[src/rtl/dial_sequencer.sv]
// ============================================================================
// dial_sequencer: keypad number entry buffer and paced digit playout.
// Revision 1.0
// ============================================================================
`default_nettype none

module dial_sequencer #(
  parameter int DIGITS     = 11,
  parameter int GAP_CYCLES = 5_000_000,
  parameter int CNT_W      = 23
) (
  input  logic                clk,
  input  logic                rst,
  input  logic                key_valid,
  input  logic [3:0]          key_code,
  output logic [4*DIGITS-1:0] number,
  output logic [3:0]          digit_cnt,
  output logic                busy,
  output logic [3:0]          digit_out,
  output logic                digit_valid,
  input  logic                digit_ready,
  output logic                dial_done,
  output logic                err
);

  localparam int NW    = 4 * DIGITS;
  localparam int IDX_W = (DIGITS > 1) ? $clog2(DIGITS) : 1;

  localparam logic [3:0]       FULL     = 4'(DIGITS);
  localparam logic [IDX_W-1:0] LAST_IDX = IDX_W'(DIGITS - 1);
  localparam logic [CNT_W-1:0] GAP_LAST = CNT_W'(GAP_CYCLES - 1);

  localparam logic [3:0] K_BACK  = 4'hA;
  localparam logic [3:0] K_CLEAR = 4'hB;
  localparam logic [3:0] K_DIAL  = 4'hC;
  localparam logic [3:0] K_HANG  = 4'hD;

  typedef enum logic [1:0] {
    S_ENTRY = 2'd0,
    S_SEND  = 2'd1,
    S_GAP   = 2'd2,
    S_DONE  = 2'd3
  } state_t;

  state_t           state, state_n;
  logic [NW-1:0]    number_n;
  logic [3:0]       cnt_n;
  logic [IDX_W-1:0] send_idx, idx_n;
  logic [CNT_W-1:0] gap_cnt, gap_n;
  logic [3:0]       dout_n;
  logic             done_n, err_n;
  logic             hang;

  function automatic logic [3:0] nibble(input logic [NW-1:0] value,
                                        input logic [IDX_W-1:0] idx);
    logic [NW-1:0] shifted;
    shifted = value >> {idx, 2'b00};
    return shifted[3:0];
  endfunction

  assign busy        = (state != S_ENTRY);
  assign digit_valid = (state == S_SEND);
  assign hang        = key_valid && (key_code == K_HANG);

  always_ff @(posedge clk or posedge rst) begin
    if (rst) begin
      state     <= S_ENTRY;
      number    <= '0;
      digit_cnt <= '0;
      send_idx  <= '0;
      gap_cnt   <= '0;
      digit_out <= '0;
      dial_done <= 1'b0;
      err       <= 1'b0;
    end else begin
      state     <= state_n;
      number    <= number_n;
      digit_cnt <= cnt_n;
      send_idx  <= idx_n;
      gap_cnt   <= gap_n;
      digit_out <= dout_n;
      dial_done <= done_n;
      err       <= err_n;
    end
  end

  always_comb begin
    state_n  = state;
    number_n = number;
    cnt_n    = digit_cnt;
    idx_n    = send_idx;
    gap_n    = gap_cnt;
    dout_n   = digit_out;
    done_n   = 1'b0;
    err_n    = 1'b0;
    case (state)
      S_ENTRY: begin
        if (key_valid) begin
          if (key_code <= 4'd9) begin
            if (digit_cnt < FULL) begin
              number_n = {number[NW-5:0], key_code};
              cnt_n    = digit_cnt + 4'd1;
            end else begin
              err_n = 1'b1;
            end
          end else if (key_code == K_BACK) begin
            if (digit_cnt != 4'd0) begin
              number_n = number >> 4;
              cnt_n    = digit_cnt - 4'd1;
            end else begin
              err_n = 1'b1;
            end
          end else if (key_code == K_CLEAR) begin
            number_n = '0;
            cnt_n    = '0;
          end else if (key_code == K_DIAL) begin
            if (digit_cnt == FULL) begin
              state_n = S_SEND;
              idx_n   = LAST_IDX;
              dout_n  = number[NW-1 -: 4];
            end else begin
              err_n = 1'b1;
            end
          end
        end
      end
      S_SEND: begin
        // Hang-up wins over a same-cycle transfer; that digit is not followed up.
        if (hang) begin
          state_n  = S_ENTRY;
          number_n = '0;
          cnt_n    = '0;
        end else if (digit_ready) begin
          if (send_idx == '0) begin
            state_n = S_DONE;
            done_n  = 1'b1;
          end else begin
            state_n = S_GAP;
            idx_n   = send_idx - 1'b1;
            gap_n   = '0;
          end
        end
      end
      S_GAP: begin
        if (hang) begin
          state_n  = S_ENTRY;
          number_n = '0;
          cnt_n    = '0;
        end else if (gap_cnt == GAP_LAST) begin
          state_n = S_SEND;
          dout_n  = nibble(number, send_idx);
        end else begin
          gap_n = gap_cnt + 1'b1;
        end
      end
      S_DONE: begin
        if (key_valid && ((key_code == K_CLEAR) || (key_code == K_HANG))) begin
          state_n  = S_ENTRY;
          number_n = '0;
          cnt_n    = '0;
        end
      end
      default: state_n = S_ENTRY;
    endcase
  end

endmodule

`default_nettype wire

[config.mk]
export PLATFORM = sky130hd
export DESIGN_NAME = dial_sequencer
export DESIGN_NICKNAME = d
export VERILOG_FILES = /design/src/rtl/dial_sequencer.sv
export SDC_FILE = /design/constraint.sdc
export NUM_CORES = 1
export LEC_CHECK = 0
export ABC_AREA = 1
export ABC_CLOCK_PERIOD_IN_PS = 4400
export BUFFER_PORTS_ARGS = -buffer_cell sky130_fd_sc_hd__buf_2
export CAP_MARGIN = 10
export CORE_ASPECT_RATIO = 0.5
export CORE_MARGIN = 5
export CORE_UTILIZATION = 64
export DETAILED_ROUTE_END_ITERATION = 16
export PLACE_DENSITY = 0.88
export SLEW_MARGIN = 20
export SYNTH_ARGS = -nofsm -noshare
export SYNTH_HDL_FRONTEND = slang
export SYNTH_SLANG_ARGS = --single-unit
[constraint.sdc]
create_clock -name clk -period 4.4 [get_ports clk]
set_input_delay 0.22 -clock clk [delete_from_list [all_inputs] [get_ports clk]]
set_output_delay 0.22 -clock clk [all_outputs]
set_load 0.02 [all_outputs]
Yosys cells after proc, flatten, opt, wreduce, memory -nomap -nowiden
Cells that the tools add are included.
- logic and storage cells: 128
- memories kept: 0
- register bits: 83
- bits in read-only memories: 0
- bits in writable memories: 0
- bits in latches: 0
- input bits: 8
- magnitude comparators: 2
- equality and inequality tests: 28
- $add $sub $neg: 4
- shifts and indexed selects: 1
- multiply operators: 0
- reduce and logical (&&, ||, !) cells: 16
- multiplexer cells: 69
- div/mod/pow operators: 0
- bitwise logic cells: 0
- operators by type and width (operator ; number):
    44-bit 2-to-1 mux ; 8
    44-bit one-hot mux with 3 select lines ; 1
    23-bit 2-to-1 mux ; 5
    4-bit 2-to-1 mux ; 25
    23-bit one-hot mux with 2 select lines ; 1
    44-bit by 6-bit right shift with 4-bit output ; 1
    2-bit inequality test (second input constant) ; 12
    23-bit by 1-bit adder with 23-bit output (second input constant) ; 1
    23-bit equality test (second input constant) ; 1
    2-bit 2-to-1 mux ; 11
    4-bit equality test (second input constant) ; 5
    9-bit AND reduction ; 2
    4-bit one-hot mux with 2 select lines ; 2
    1-bit 2-to-1 mux ; 14
    4-bit one-hot mux with 3 select lines ; 1
    6-bit AND reduction ; 2
    10-bit AND reduction ; 1
    4-bit inequality test (second input constant) ; 2
    2-bit one-hot mux with 4 select lines ; 1
    2-bit nonzero test ; 4
    4-bit by 1-bit subtractor with 4-bit output (second input constant) ; 2
    3-bit inequality test (second input constant) ; 2
    4-bit by 1-bit adder with 4-bit output (second input constant) ; 1
    2-bit equality test (second input constant) ; 2
    11 further kinds ; 13

Longest topological paths before layout
Gate-level depths: netlist of run 1.
- depth in word-level cells: 8
- depth in mapped cells: 13
- mapped depth without buffers: 11

Worst setup path before layout of run 1
Ideal clock, no wire load.
- kind: reg2reg
- start: register state[0]
- end: register number[13]
- path buffers: 2
- required time: 4283 ps
- period minus slack after synthesis: 1905 ps
- arrival time: 1787 ps
- slack: 2495 ps
- stages on the path, launching flop included: 13
- path through: dfrtp_1 inv_1 ha_1 inv_1 or2_2 inv_1 a21oi_1 nand2_1 inv_2 buf_4 buf_4 nand3_1 nand2_1
- word-level cells in the longest chain between the ends: 4
- elaborated cells between the ends (all ways): 13
- classes of those cells: 9 x eq/ne; 1 x mux; 3 x reduce/logical
- RTL lines (element ; line ; RTL):
    start: declaration ; 45 ; state_t state, state_n;
    start signal: assignment ; 76 ; state <= state_n;
    2-bit by 1-bit equality test with 1-bit output / 2-bit equality test (equally long branches) ; 96 ; case (state)
    2-bit OR reduction (no line) ; - ;
    2-bit by 1-bit inequality test with 1-bit output (no line) ; - ;
    6-bit AND reduction (no line) ; - ;
    end signal: assignment ; 77 ; number <= number_n;
    end: declaration ; 16 ; output logic [4*DIGITS-1:0] number,
Parallel ways exist; a longest one is shown, timed or not.
A chain may end at the register's enable or synchronous reset.

Worst setup path after layout of run 1
- start: register state[1]
- end: register number[2]
Same word-level chain as after synthesis.

==> impl_metrics.env, run 1 <==
export IMPL_status="finished, final reports clean"
export IMPL_switchingPower_uw=1140
export IMPL_power_density_mw_per_mm2=450
export IMPL_cp_required_ns=4.62
export IMPL_ctsRootBufferMaster="clkbuf_16"
export IMPL_setup_viol=0
export IMPL_slowest_delay_ns=0.75
export IMPL_crit_cells=10
export IMPL_slew_violations=0
export IMPL_via_per_inst=5.71
export IMPL_worst_setup_path_type="reg2reg"
export IMPL_synth_warnings=0
export IMPL_insertion_delay_ns=0.35
export IMPL_intPower_uw=1660
export IMPL_grt_setup_unrepaired="no"
export IMPL_nFillCells=733
export IMPL_globalRouteOverflowTotal=0
export IMPL_die_w_um=142
export IMPL_cpLargestDelayFamily="simple AND/OR/NAND/NOR gates"
export IMPL_worstSetupStartpointType="flip-flop"
export IMPL_relSlewSlack=0.393
export IMPL_tightest_slew_ns=0.908
export IMPL_drtIter0Drc=529
export IMPL_clkTransAtPathRegs_ns=0.06
export IMPL_hold_viol_final=0
export IMPL_grt_max_degree=50
export IMPL_io_pins=64
export IMPL_syn_area_per_cell_um2=6.54
export IMPL_swShare=0.407
export IMPL_layout_common_cells="nand2_1, nor2_1, nand3_1"
export IMPL_grt_first_pass_wirelength_mm=26.1
export IMPL_worstPathArrival_ns=3.75
export IMPL_cts_tree="yes"
export IMPL_final_cells=1020
export IMPL_endpoint_kind="flip-flop"
export IMPL_hold_ws_ns=0.134
export IMPL_crit_buf_inv=3
export IMPL_ys_seq_area_frac=0.371
export IMPL_finClkSkew_ns=0.00642
export IMPL_cp_cell_sequence="inv_1 > ha_1 > nand2_4 > inv_2 > a21oi_1 > nand2_1 > inv_2 > nand2_2 > nand2_1 > nand2_1"
export IMPL_portBuffers=63
export IMPL_dpl_cell_count=1003
export IMPL_pre_cts_slack_ns=1.01
export IMPL_core_area_mm2=0.00862
export IMPL_peakVddDrop_v=0.000276
export IMPL_antenna_found_initial=0
export IMPL_clock_sinks=83
export IMPL_syn_cell_area_mm2=0.00560
export IMPL_syn2layout_area_growth_pct=10.7
export IMPL_fin_nets=916
export IMPL_synth_distinct_cells=28
export IMPL_p_leak_uw=0.00329
export IMPL_layout_drive_gt1_share=0.118
export IMPL_pwr_share_seq=0.394
export IMPL_clkPwrFrac=0.276
export IMPL_crit_path_frequent_cell="nand2_1"
export IMPL_cts_buffers=9
export IMPL_num_rows=24
export IMPL_gp_congestion=0.932
export IMPL_die_h_um=76.2
export IMPL_grtUsageTotal=0.292
export IMPL_synthCells=857
export IMPL_cpMaxStageDelayCell="nand2_2"
export IMPL_period_share=0.802
export IMPL_post_cts_setup_buffer_count=0
export IMPL_cap_violations=0
export IMPL_r2r_cells=10
export IMPL_routed_wl_mm=15.3
export IMPL_seqCellArea_mm2=0.00208
export IMPL_path_max_fanout=49
export IMPL_cts_path_max_buffers=2
export IMPL_detail_route_first_pass_iterations=5
export IMPL_antenna_left=0
export IMPL_fin_crit_ns=3.53
export IMPL_die_area_mm2=0.0108
export IMPL_synth_net_count=875
export IMPL_h_tree_depth=3
export IMPL_holdPathStages=3
export IMPL_synth_ff_latch_count=83
export IMPL_setup_slack_ns=0.873
export IMPL_hold_class="in2reg"
export IMPL_setup_tns_ns=0
export IMPL_vias=5825
export IMPL_hpwl_mm=10.3
export IMPL_n_antenna_cell=0
export IMPL_drcViolationCount=0
export IMPL_mostFrequentLayoutCell="nand2_1"
export IMPL_multiInputGateArea_mm2=0.00296
export IMPL_post_drt_wl_per_cell_um=15.0
export IMPL_clock_fmax_mhz=284
export IMPL_power_frac_comb=0.329
export IMPL_grt_pass1_vias=5415
export IMPL_start_util=0.650
export IMPL_power_uw=2790
## layer usage
| metal | part of all wire | vias to the layer above | track usage |
|---|---|---|---|
| met5 | 0 | - | 0 |
| met4 | 0.022 | 0 | 0.0882 |
| met3 | 0.071 | 37 | 0.0627 |
| met2 | 0.48 | 233 | 0.476 |
| met1 | 0.43 | 2761 | 0.391 |
| li1 | - | 2794 | - |
## Yosys cell counts (all sizes together)
cell    number  area [µm²]
nand3b       1        7.51
buf         23         155
inv         92         345
nand2      307        1180
xor2        11        96.3
o22ai       34         213
nand4        6        37.5
clkbuf      16        60.1
ha          10         125
dfrtp       83        2080
o211ai       1        7.51
xnor2        5        43.8
or2          2        12.5
nand3      108         556
nor2       109         424
a21oi       11        77.6
clkinv       1        3.75
nor3         5        25.0
o21ai       32         160
## per-stage QoR
step / utilization / instance area [µm²]
finish: 0.720 / 6200
global route: 0.720 / 6200
CTS: 0.720 / 6200
detailed placement: 0.683 / 5890
global placement: 0.683 / 5890
floorplan: - / 5600
## power by group through the flow
stage	combinational [µW]	sequential, µW	clock (µW)
after global routing	1010	1120	819
after floorplan	541	1190	0
after detailed placement	903	1100	0
after CTS	914	1090	776
after global placement	875	1100	0
final	919	1100	772
## cells by family (layout without fill, tap and decap cells)
family / after synthesis / in the layout / synth area share
and+or+nand+nor: 538 / 538 / 0.400
xor gates and xnor gates: 16 / 16 / 0.0250
AOI/OAI and AO/OA: 78 / 78 / 0.0817
DFF: 83 / 83 / 0.371
buffers and inverters: 132 / 178 / 0.101
adders and majority gates: 10 / 10 / 0.0223
## worst register-to-register path: cells and delay by family (launching register included)
family / cells / cell delay, ns
buffers and inverters: 3 / 0.95
flip-flops: 1 / 0.43
AND/OR/NAND/NOR: 5 / 1.49
AO/OA/AOI/OAI: 1 / 0.20
adder cells (fa/ha/maj): 1 / 0.35
## final cells by class
type | count | area share
multi-input combinational | 642 | 0.478
sequential | 83 | 0.335
timing repair buffer | 69 | 0.0585
inverter | 93 | 0.0565
clock buffer | 10 | 0.0385
tap | 117 | 0.0236
clock inverter | 6 | 0.0105
## path summary, 6_finish.rpt
check / end / slack [ns] / start
hold reg to reg: digit_out[0] / 0.50 / digit_out[0]
setup reg to reg: number[2] / 0.87 / state[1]
setup / recovery: number[2] / 0.87 / state[1]
hold / removal: dial_done / 0.13 / digit_ready
max in group asynchronous: number[34] / 2.86 / rst
min in group asynchronous: dial_done / 0.51 / rst
## registers in the layout, summed over array words and instances, names as in the netlist
register and flops:
state 2, gap_cnt 23, send_idx 4, digit_out 4, err 1, number 44
digit_cnt 4, dial_done 1
## repair_timing
item | 4_1_cts | 5_1_grt
gates resized for setup | 0 | 0
hold endpoints to repair | 25 | 0
hold buffers | 1 | 0
Note: power is estimated with default switching activity, not from simulation.
==> run 2, diff against run 1 <==
--- a/config.mk
+++ b/config.mk
@@ -6,14 +6,14 @@
 export NUM_CORES = 1
 export LEC_CHECK = 0
 export ABC_AREA = 1
-export ABC_CLOCK_PERIOD_IN_PS = 4400
+export ABC_CLOCK_PERIOD_IN_PS = 3100
 export BUFFER_PORTS_ARGS = -buffer_cell sky130_fd_sc_hd__buf_2
 export CAP_MARGIN = 10
 export CORE_ASPECT_RATIO = 0.5
 export CORE_MARGIN = 5
-export CORE_UTILIZATION = 64
+export CORE_UTILIZATION = 54
 export DETAILED_ROUTE_END_ITERATION = 16
-export PLACE_DENSITY = 0.88
+export PLACE_DENSITY = 0.8
 export SLEW_MARGIN = 20
 export SYNTH_ARGS = -nofsm -noshare
 export SYNTH_HDL_FRONTEND = slang
==> constraint.sdc (replaced) <==
create_clock -name clk -period 3.1 [get_ports clk]
set_input_delay 0.155 -clock clk [delete_from_list [all_inputs] [get_ports clk]]
set_output_delay 0.155 -clock clk [all_outputs]
set_load 0.02 [all_outputs]
==> run 2 against run 1 <==
Against the previous run: worst hold slack got worse by 0.063 ns; maximum frequency up 43%; first-iteration DRC count is 0.38% higher; clock skew increased by 0.0012 ns; non-clock buffer count is 7 higher; sequential cell count is the same; sequential share of layout area shrank 0.63 points; critical endpoint is now number[10].
==> impl_metrics.env, run 2 (same netlist as run 1, synthesis figures left out) <==
export IMPL_cts_tree="yes"
export IMPL_globalRouteOverflowTotal=0
export IMPL_p_leak_uw=0.00335
export IMPL_clkTransAtPathRegs_ns=0.06
export IMPL_clkPwrFrac=0.296
export IMPL_vias=5751
export IMPL_gr_usage_met2=0.416
export IMPL_r2r_end="number[10]"
export IMPL_grt_pass1_vias=5448
export IMPL_post_drt_wl_per_cell_um=14.5
export IMPL_min_from="digit_ready"
export IMPL_pre_cts_slack_ns=0.711
export IMPL_antenna_left=0
export IMPL_io_pins=64
export IMPL_worst_setup_path_type="reg2reg"
export IMPL_clock_fmax_mhz=406
export IMPL_via_per_inst=5.48
export IMPL_fin_crit_ns=2.46
export IMPL_num_rows=26
export IMPL_power_frac_comb=0.323
export IMPL_use_met1=0.342
export IMPL_endpoint_kind="flip-flop"
export IMPL_h_tree_depth=3
export IMPL_intPower_uw=2470
export IMPL_start_util=0.550
export IMPL_whs_endpoint="dial_done"
export IMPL_swShare=0.392
export IMPL_layout_drive_gt1_share=0.124
export IMPL_detail_route_first_pass_iterations=5
export IMPL_final_util=0.621
export IMPL_cp_required_ns=3.38
export IMPL_die_h_um=82.0
export IMPL_top_register="number"
export IMPL_setup_tns_ns=0
export IMPL_cap_violations=0
export IMPL_holdPathStages=3
export IMPL_drtIter0Drc=531
export IMPL_n_antenna_cell=0
export IMPL_syn2layout_area_growth_pct=12.8
export IMPL_clock_sinks=83
export IMPL_pwr_share_seq=0.382
export IMPL_core_area_mm2=0.0102
export IMPL_antenna_found_initial=0
export IMPL_finClkSkew_ns=0.00762
export IMPL_slew_violations=0
export IMPL_grt_setup_unrepaired="no"
export IMPL_use_met3=0.0432
export IMPL_worstPathArrival_ns=2.74
export IMPL_hold_buffers=1
export IMPL_peakVddDrop_v=0.000411
export IMPL_hold_class="in2reg"
export IMPL_grt_first_pass_wirelength_mm=26.2
export IMPL_layout_common_cells="nand2_1, nor2_1, nand3_1"
export IMPL_top_regs="number x44, gap_cnt x23"
export IMPL_post_cts_setup_buffer_count=0
export IMPL_insertion_delay_ns=0.34
export IMPL_routed_wl_mm=15.2
export IMPL_die_w_um=154
export IMPL_tightest_slew_ns=0.779
export IMPL_period_share=0.795
export IMPL_die_area_mm2=0.0126
export IMPL_ctsRootBufferMaster="clkbuf_16"
export IMPL_hold_viol_final=0
export IMPL_cts_buffers=9
export IMPL_fin_nets=923
export IMPL_cts_resized=0
export IMPL_gp_congestion=0.945
export IMPL_portBuffers=63
export IMPL_reg2reg_from="state[0]"
export IMPL_drcViolationCount=0
export IMPL_grtUsageTotal=0.252
export IMPL_grt_max_degree=49
export IMPL_relSlewSlack=0.480
export IMPL_largest_reg_flops=44
export IMPL_hpwl_mm=10.5
export IMPL_status="finished, final reports clean"
export IMPL_top_usage_layer="met2"
export IMPL_cts_path_max_buffers=2
export IMPL_setup_viol=0
export IMPL_setup_slack_ns=0.637
export IMPL_switchingPower_uw=1590
export IMPL_mostFrequentLayoutCell="nand2_1"
export IMPL_r2r_cells=11
export IMPL_r2r_setup_slack_ns=0.64
export IMPL_power_density_mw_per_mm2=643
export IMPL_path_max_fanout=26
export IMPL_worstSetupStartpointType="flip-flop"
## run 2: cell types whose count changed in the layout (fill, tap and decap cells not counted), sizes merged
cell      delta
clkbuf       +2
bufinv       +1
clkinvlp     -3
buf          +7
## run 2: worst max-delay path by stage
stage                  start         end  slack [ns]  cells past startpoint
finish              state[0]  number[10]        0.64                     11
global route        state[0]  number[11]        0.42                     11
CTS                 state[0]   number[2]        0.67                     12
detailed placement  state[0]  number[41]        0.71                     12
global placement    state[0]  number[10]        0.77                     10
floorplan                rst   dial_done        0.81                      1
## run 2: critical path: stages (launching register included)
cell and delay, ns:
dfrtp_1 0.40, inv_1 0.08, ha_1 0.36, inv_1 0.21, or2_2 0.15, inv_1 0.03
a21oi_1 0.11, nand2_1 0.08, inv_2 0.36, buf_4 0.39, nand3_1 0.13, nand2_1 0.10
## run 2: power groups by stage
stage               combinational, µW  clock [µW]  sequential (µW)
floorplan                         768           0             1690
global placement                 1270           0             1560
detailed placement               1300           0             1560
CTS                              1310        1220             1550
global route                     1470        1250             1580
finish                           1310        1200             1550
## run 2: cell type report
cell class                      instances  area (µm²)
Fill cell                             914        3860
Timing Repair Buffer                   76         428
Tap cell                              140         175
Sequential cell                        83        2080
Clock buffer                           12         256
Inverter                               93         350
Multi-Input combinational cell        642        2960
Clock inverter                          4        72.6
## run 2: stage by stage
stage | total power (µW) | instances | instance area [µm²] | hold WS (ns)
floorplan | 2460 | 857 | 5600 | 0.285
global placement | 2830 | 1033 | 5980 | 0.211
detailed placement | 2860 | 1033 | 5980 | 0.218
CTS | 4070 | 1050 | 6320 | 0.0627
global route | 4300 | 1050 | 6320 | 0.0821
finish | 4060 | 1050 | 6320 | 0.0710
## run 2: routing by layer
| metal | vias to the layer above | routed length [µm] |
|---|---|---|
| met5 | - | 0 |
| met4 | 0 | 246 |
| met3 | 29 | 1230 |
| met2 | 270 | 6940 |
| met1 | 2649 | 6800 |
| li1 | 2803 | - |
